`src/rtl/vend_sequencer.sv`:
```
// vend_sequencer: coin credit, dispenser handshake, nickel change and refund sequencing
module vend_sequencer #(
  parameter int PRICE        = 3,
  parameter int MAX_CREDIT   = 6,
  parameter int CREDIT_W     = 3,
  parameter int DISP_TIMEOUT = 255
) (
  input  logic                clk,
  input  logic                reset,
  input  logic                coin5,
  input  logic                coin10,
  input  logic                select,
  input  logic                cancel,
  input  logic                disp_ack,
  output logic                disp_req,
  output logic                chg_pulse,
  output logic                coin_reject,
  output logic [CREDIT_W-1:0] credit,
  output logic                busy,
  output logic                fault
);
  localparam int TW = $clog2(DISP_TIMEOUT + 1);
  localparam logic [CREDIT_W-1:0] P  = CREDIT_W'(PRICE);
  localparam logic [CREDIT_W:0]   MX = (CREDIT_W + 1)'(MAX_CREDIT);
  localparam logic [TW-1:0]       TL = TW'(DISP_TIMEOUT - 1);
  typedef enum logic [1:0] {IDLE, VEND, CHANGE} state_t;
  state_t state, state_n;
  logic [CREDIT_W-1:0] credit_n, credit_acc;
  logic [CREDIT_W:0] sum;
  logic [1:0] add;
  logic [TW-1:0] tmr, tmr_n;
  logic ph, ph_n, disp_req_n, chg_n, rej_n, fault_n, accept;
  assign add = {1'b0, coin5} + {coin10, 1'b0};
  assign sum = {1'b0, credit} + {{(CREDIT_W - 1){1'b0}}, add};
  assign accept = state == IDLE && !fault && sum <= MX;
  assign credit_acc = accept ? sum[CREDIT_W-1:0] : credit;
  assign busy = state != IDLE;
  // next-state and registered-output values
  always_comb begin
    state_n = state;
    credit_n = credit;
    tmr_n = tmr;
    ph_n = ph;
    disp_req_n = disp_req;
    chg_n = 1'b0;
    rej_n = add != 2'd0 && !accept;
    fault_n = fault;
    case (state)
      IDLE: begin
        credit_n = credit_acc;
        ph_n = 1'b0;
        if (cancel && credit != '0) state_n = CHANGE;
        else if (select && !fault && credit >= P) begin
          state_n = VEND;
          credit_n = credit_acc - P;
          disp_req_n = 1'b1;
          tmr_n = '0;
        end
      end
      VEND: begin
        if (disp_ack) begin
          disp_req_n = 1'b0;
          state_n = credit != '0 ? CHANGE : IDLE;
        end else if (tmr == TL) begin
          credit_n = credit + P;
          fault_n = 1'b1;
          disp_req_n = 1'b0;
          state_n = CHANGE;
        end else tmr_n = tmr + 1'b1;
      end
      CHANGE: begin
        if (ph) ph_n = 1'b0;
        else if (credit == '0) state_n = IDLE;
        else begin
          chg_n = 1'b1;
          credit_n = credit - 1'b1;
          ph_n = 1'b1;
        end
      end
      default: state_n = IDLE;
    endcase
  end
  // state and output registers
  always_ff @(posedge clk) begin
    if (reset) begin
      state <= IDLE;
      credit <= '0;
      tmr <= '0;
      ph <= 1'b0;
      disp_req <= 1'b0;
      chg_pulse <= 1'b0;
      coin_reject <= 1'b0;
      fault <= 1'b0;
    end else begin
      state <= state_n;
      credit <= credit_n;
      tmr <= tmr_n;
      ph <= ph_n;
      disp_req <= disp_req_n;
      chg_pulse <= chg_n;
      coin_reject <= rej_n;
      fault <= fault_n;
    end
  end
endmodule

```
`config.mk`:
```
export PLATFORM = sky130hd
export DESIGN_NAME = vend_sequencer
export DESIGN_NICKNAME = d
export VERILOG_FILES = /design/src/rtl/vend_sequencer.sv
export SDC_FILE = /design/constraint.sdc
export NUM_CORES = 1
export LEC_CHECK = 0
export CORE_AREA = 2 2 52 64
export DETAILED_ROUTE_END_ITERATION = 6
export DIE_AREA = 0 0 54 66
export PLACE_DENSITY_LB_ADDON = 0.05
export SKIP_LAST_GASP = 1
export SYNTH_ARGS = -nofsm -noshare
export SYNTH_HDL_FRONTEND = slang
export SYNTH_SLANG_ARGS = --single-unit
```
`constraint.sdc`:
```
create_clock -name clk -period 3.1 [get_ports clk]
set_clock_uncertainty 0.1 [all_clocks]
set_input_delay 0.465 -clock clk [delete_from_list [all_inputs] [get_ports clk]]
set_output_delay 0.465 -clock clk [all_outputs]
set_load 0.01 [all_outputs]
```
### Word level (Yosys, flattened, before mapping)

Cells that the tools add are included.

* $add $sub $neg: 6
* magnitude comparators: 2
* eq/ne operators: 13
* multiplexer cells: 29
* bitwise logic cells: 2
* reductions and logical operators: 22

Operators by type and width (number)
* two-way mux 8 bit: 4
* two-way mux 3 bit: 7
* one-hot mux 8 bit (2 select lines): 1
* two-way mux 2 bit: 7
* != test 2 bit (second input constant): 7
* AND reduction 5 bit: 2
* one-hot mux 3 bit (3 select lines): 1
* adder 8 x 1 -> 8 bit (second input constant): 1
* equality test 8 bit (second input constant): 1
* AND reduction 4 bit: 2
* nonzero test 2 bit: 4
* logical AND 1 bit: 6
* two-way mux 1 bit: 6
* one-hot mux 2 bit (3 select lines): 1
* nonzero test 3 bit: 2
* adder 3 x 2 -> 4 bit: 1
* less-or-equal comparator 4 x 3 -> 1 bit (second input constant): 1
* one-hot mux 1 bit (2 select lines): 2
* adder 3 x 2 -> 3 bit (second input constant): 1
* >= comparator 3 x 2 -> 1 bit (second input constant): 1
* logical NOT 3 bit: 1
* != test 3 x 1 -> 1 bit (second input constant): 1
* != test 3 bit (second input constant): 1
* AND reduction 3 bit: 1
* 10 further kinds: 12

* register bits after elaboration: 18
* input port bits: 7
* output and inout bits: 8
* word-level logic and storage cells: 82

### Longest topological paths before layout

* word-level depth: 9
* gate-level depth with buffers: 10
* mapped depth without buffers: 10

### Worst setup path after synthesis

Ideal clock, no wire load.

* path kind: input to register
* start point: in coin5
* end point: reg credit[1]
* setup time: 0.130 ns
* arrival: 2.351 ns
* required time: 2.870 ns
* path slack: 0.519 ns
* stages on the path: 10
* buffers on the path: 0
* cells stage by stage: ha_1 > fa_1 > xor2_1 > a221o_1 > a21o_1 > inv_1 > ha_1 > a21o_1 > a21oi_1 > o32ai_1

* cells in the longest elaborated chain, start to end: 9

Ends and longest elaborated chain
* start, declared: RTL line 10 `input logic coin5,`
* adder 1 x 2 -> 2 bit (*): RTL line 33 `assign add = {1'b0, coin5} + {coin10, 1'b0};`
* adder 3 x 2 -> 4 bit (*): RTL line 34 `assign sum = {1'b0, credit} + {{(CREDIT_W - 1){1'b0}}, add};`
* less-or-equal comparator 4 x 3 -> 1 bit: RTL line 35 `assign accept = state == IDLE && !fault && sum <= MX;`
* logical AND 1 bit: RTL line 35
* two-way mux 3 bit (*): RTL line 36 `assign credit_acc = accept ? sum[CREDIT_W-1:0] : credit;`
* subtractor 3 x 2 -> 3 bit: RTL line 55 `credit_n = credit_acc - P;`
* two-way mux 3 bit: RTL line 53 `else if (select && !fault && credit >= P) begin`
* two-way mux 3 bit (*): RTL line 52 `if (cancel && credit != '0) state_n = CHANGE;`
* one-hot mux 3 bit (3 select lines) (*): RTL line 48 `case (state)`
* end signal, assigned: RTL line 96 `credit <= credit_n;`
* end, declared: RTL line 18 `output logic [CREDIT_W-1:0] credit,`

Mark *: on every way between the ends. The rest lies on a longest branch, timed or not.
A chain may end at the register's enable or synchronous reset.

### Worst setup path in the final report

Ends and elaborated chain as after synthesis.

==> flow_summary.yaml <==
grt:
  grt_pass1_vias: 1254
  initial_antenna_violation_count: 0
  pin_count_of_the_biggest_net_entering_global_routing: 16
  global_route.overflow_total: 0
  grt.total_usage_pct: 21.20
  first_pass_grt_wire_length_um: 5637
timing:
  drv_slew: 0
  finalSetupViolCount: 0
  worst_slew_pin_slew_ns: 0.5008
  final_hold_viol_count: 0
  fin_hold_ws_ns: 0.4347
  max-slew-margin-rel_pct: 66.30
  fin_crit_sh_pct: 91.14
  setup_tns_ns: 0
  period_needed_ns: 2.825
  fmax_mhz: 353.9
  grt_setup_unrepaired: "no"
clock_tree:
  cts_post_setup_buffers_inserted: 0
  cts_made_buffers: 3
  clk-insertion-delay-late_ns: 0.30
  clk_root_buffer_cell: "clkbuf_4"
  cts.sinks: 18
  post_cts_resize_count: 0
  clock_tree.buffer_depth: 2
  hold_buffers: 0
  cts_tree: "yes"
  h-tree-depth: 1
  clkSlewWorstSetupHoldPaths_ns: 0.10
worst_setup_path:
  worst_r2r_startpoint: "credit[0]$_SDFFE_PP0P_"
  r2r_end: "credit[1]$_SDFFE_PP0P_"
  worst-r2r-setup-slack_ns: 0.50
  critPathMaxFanout: 3
  cp_data_arrival_time_ns: 2.90
  cp-end-kind: "register"
  required_arrival_time_at_the_worst_endpoint_ns: 3.18
  setup.worst_path.start_class: "primary input"
  reg2regPathDepth: 10
  type_of_the_worst_setup_path: "in2reg"
drt:
  drc: 0
  drtPass1Iterations: 4
  final_routed_wire_length_divided_by_cell_count_um: 15.19
  routed-via-count: 1311
  antenna_left: 0
  vias_per_cell: 6.041
  initialDrtViolationCount: 22
  detail_route.wirelength_um: 3297
synthesis:
  asyncSetResetFlopFracSynth_pct: 0
  synth_seq_area_share_pct: 25.44
  syn_avg_cell_area_um2: 8.584
  post_synth_top_cells: "18 x dfxtp_1, 16 x nor2_1, 12 x ha_1"
  synth_fp_nets: 185
  gate_count_post_synth: 165
  ys.warnings.count: 0
  synth-seq-cells: 18
  count_of_unique_library_cells_instantiated_by_yosys: 52
  number_of_flops_mapped_to_enable_cells_by_yosys: 0
  yosysMostFrequentCell: "dfxtp_1"
  yosysTopAreaCellShare_pct: 25.44
  ys_dominant_reg_cell: "dfxtp_1"
  synth_area_leader_cell: "dfxtp_1"
  synth_area_leaders: "dfxtp_1 25%, ha_1 11%, a221oi_2 5.3%"
  synth.cell_area_um2: 1416
die:
  die_y_um: 66
  die_area_um2: 3564
  floorplan_row_count: 22
  floorplan.die.width_um: 54
  core_um2: 2973
  effective_utilization_at_floorplan_pct: 47.64
  boundaryPins: 15
run_status:
  run_status: "complete, no violations"
placement:
  detailedPlacementHpwl_um: 2608
  port-buffer-count: 14
  placement.cell_area_um2: 1602
  place.gp.congestion: 0.8372
power:
  static-leakage-power_nw: 0.6475
  total_power_mw: 1.371
  power.density_nw_per_um2: 836.9
  peakVddDrop_v: 0.0003629
min_path:
  worst_hold_path_type: "reg2reg"
  worstHoldPathCells: 2
  timing.hold.worst.start: "disp_req$_SDFFE_PP0P_"
  whs_endpoint: "disp_req$_SDFFE_PP0P_"
finish:
  syn_to_final_growth_pct: 15.64
  nets: 202
  final_layout_size_suffix_gt1_share_pct: 11.05
  antenna_cells_inserted: 0
  post-route-cell-area_um2: 1638
run:
  cap_violations: 0
-- placed cells by master, fill, tap and decap left out, types with 5 or more instances in the layout --
cell             synthesis  layout
nand2b_1                 6       6
ha_1                    12      12
xnor2_1                  6       6
buf_4                    1       5
inv_1                   11      11
o21ai_0                  6       6
a21oi_1                 11      11
nand4_1                  5       5
nand3_1                  9       9
nand2_1                  5       5
clkdlybuf4s50_1          0      14
a221oi_2                 5       5
dfxtp_1                 18      18
nor2_1                  16      16
-- state kept, by name, indices dropped and copies added (netlist names) --
register	count
chg_pulse	1
coin_reject	1
credit	3
disp_req	1
fault	1
ph	1
state	2
tmr	8
-- kinds of logic (layout without fill, tap and decap cells) --
group	Yosys count	in the layout	synth area share (%)
AND/OR/NAND/NOR	54	54	20.14
adder cells (fa/ha/maj)	13	13	12.01
AO/OA/AOI/OAI	54	54	31.89
buffers and inverters	18	34	5.566
XOR/XNOR	8	8	4.947
flip-flops	18	18	25.44
-- stage by stage --
stage / std cells / setup WS, ns / utilization [%]
final: 217 / 0.2746 / 55.09
after CTS: 217 / 0.2867 / 55.09
after detailed placement: 213 / -0.02903 / 53.87
after global placement: 213 / 0.02994 / 53.87
after global routing: 217 / 0.1620 / 55.09
after floorplan: 165 / 0.5189 / -
-- per-layer routing --
| metal | part of all wire, % | global-route usage, % |
|---|---|---|
| met2 | 52 | 38.57 |
| met1 | 43 | 24.27 |
| met5 | 0 | 0 |
| met4 | 2.6 | 7.500 |
| met3 | 2.6 | 2.941 |
-- worst max-delay path by stage --
stage	depth (start not counted)	slack (ns)	startpoint	end
5_1_grt	11	0.16	coin5	credit[1]$_SDFFE_PP0P_
2_1_floorplan	10	0.52	coin5	credit[1]$_SDFFE_PP0P_
6_report	11	0.27	coin5	credit[1]$_SDFFE_PP0P_
3_3_place_gp	11	0.03	coin5	credit[1]$_SDFFE_PP0P_
3_5_place_dp	11	-0.03	coin5	credit[1]$_SDFFE_PP0P_
4_1_cts	11	0.29	coin5	credit[1]$_SDFFE_PP0P_
-- critical path, stage by stage --
cell and delay (ns):
clkdlybuf4s50_1 0.43, ha_1 0.24, fa_1 0.40, xor2_1 0.18, a221o_1 0.34, a21o_1 0.20
inv_1 0.07, ha_1 0.22, a21o_1 0.15, a21oi_1 0.11, o32ai_1 0.09
-- report_power, final --
part	total, mW	internal, mW	switching [mW]
Clock	0.151	0.0717	0.0793
Combinational	0.893	0.392	0.501
Sequential	0.327	0.272	0.0552
-- layout make-up --
| class | count | area (um2) |
|---|---|---|
| tap | 36 | 45.04 |
| multi-input combinational | 129 | 977.2 |
| fill | 296 | 1335 |
| sequential | 18 | 360.3 |
| timing repair buffer | 19 | 177.7 |
| inverter | 11 | 41.29 |
| clock buffer | 4 | 36.28 |
Note: power is estimated with default switching activity, not from simulation.
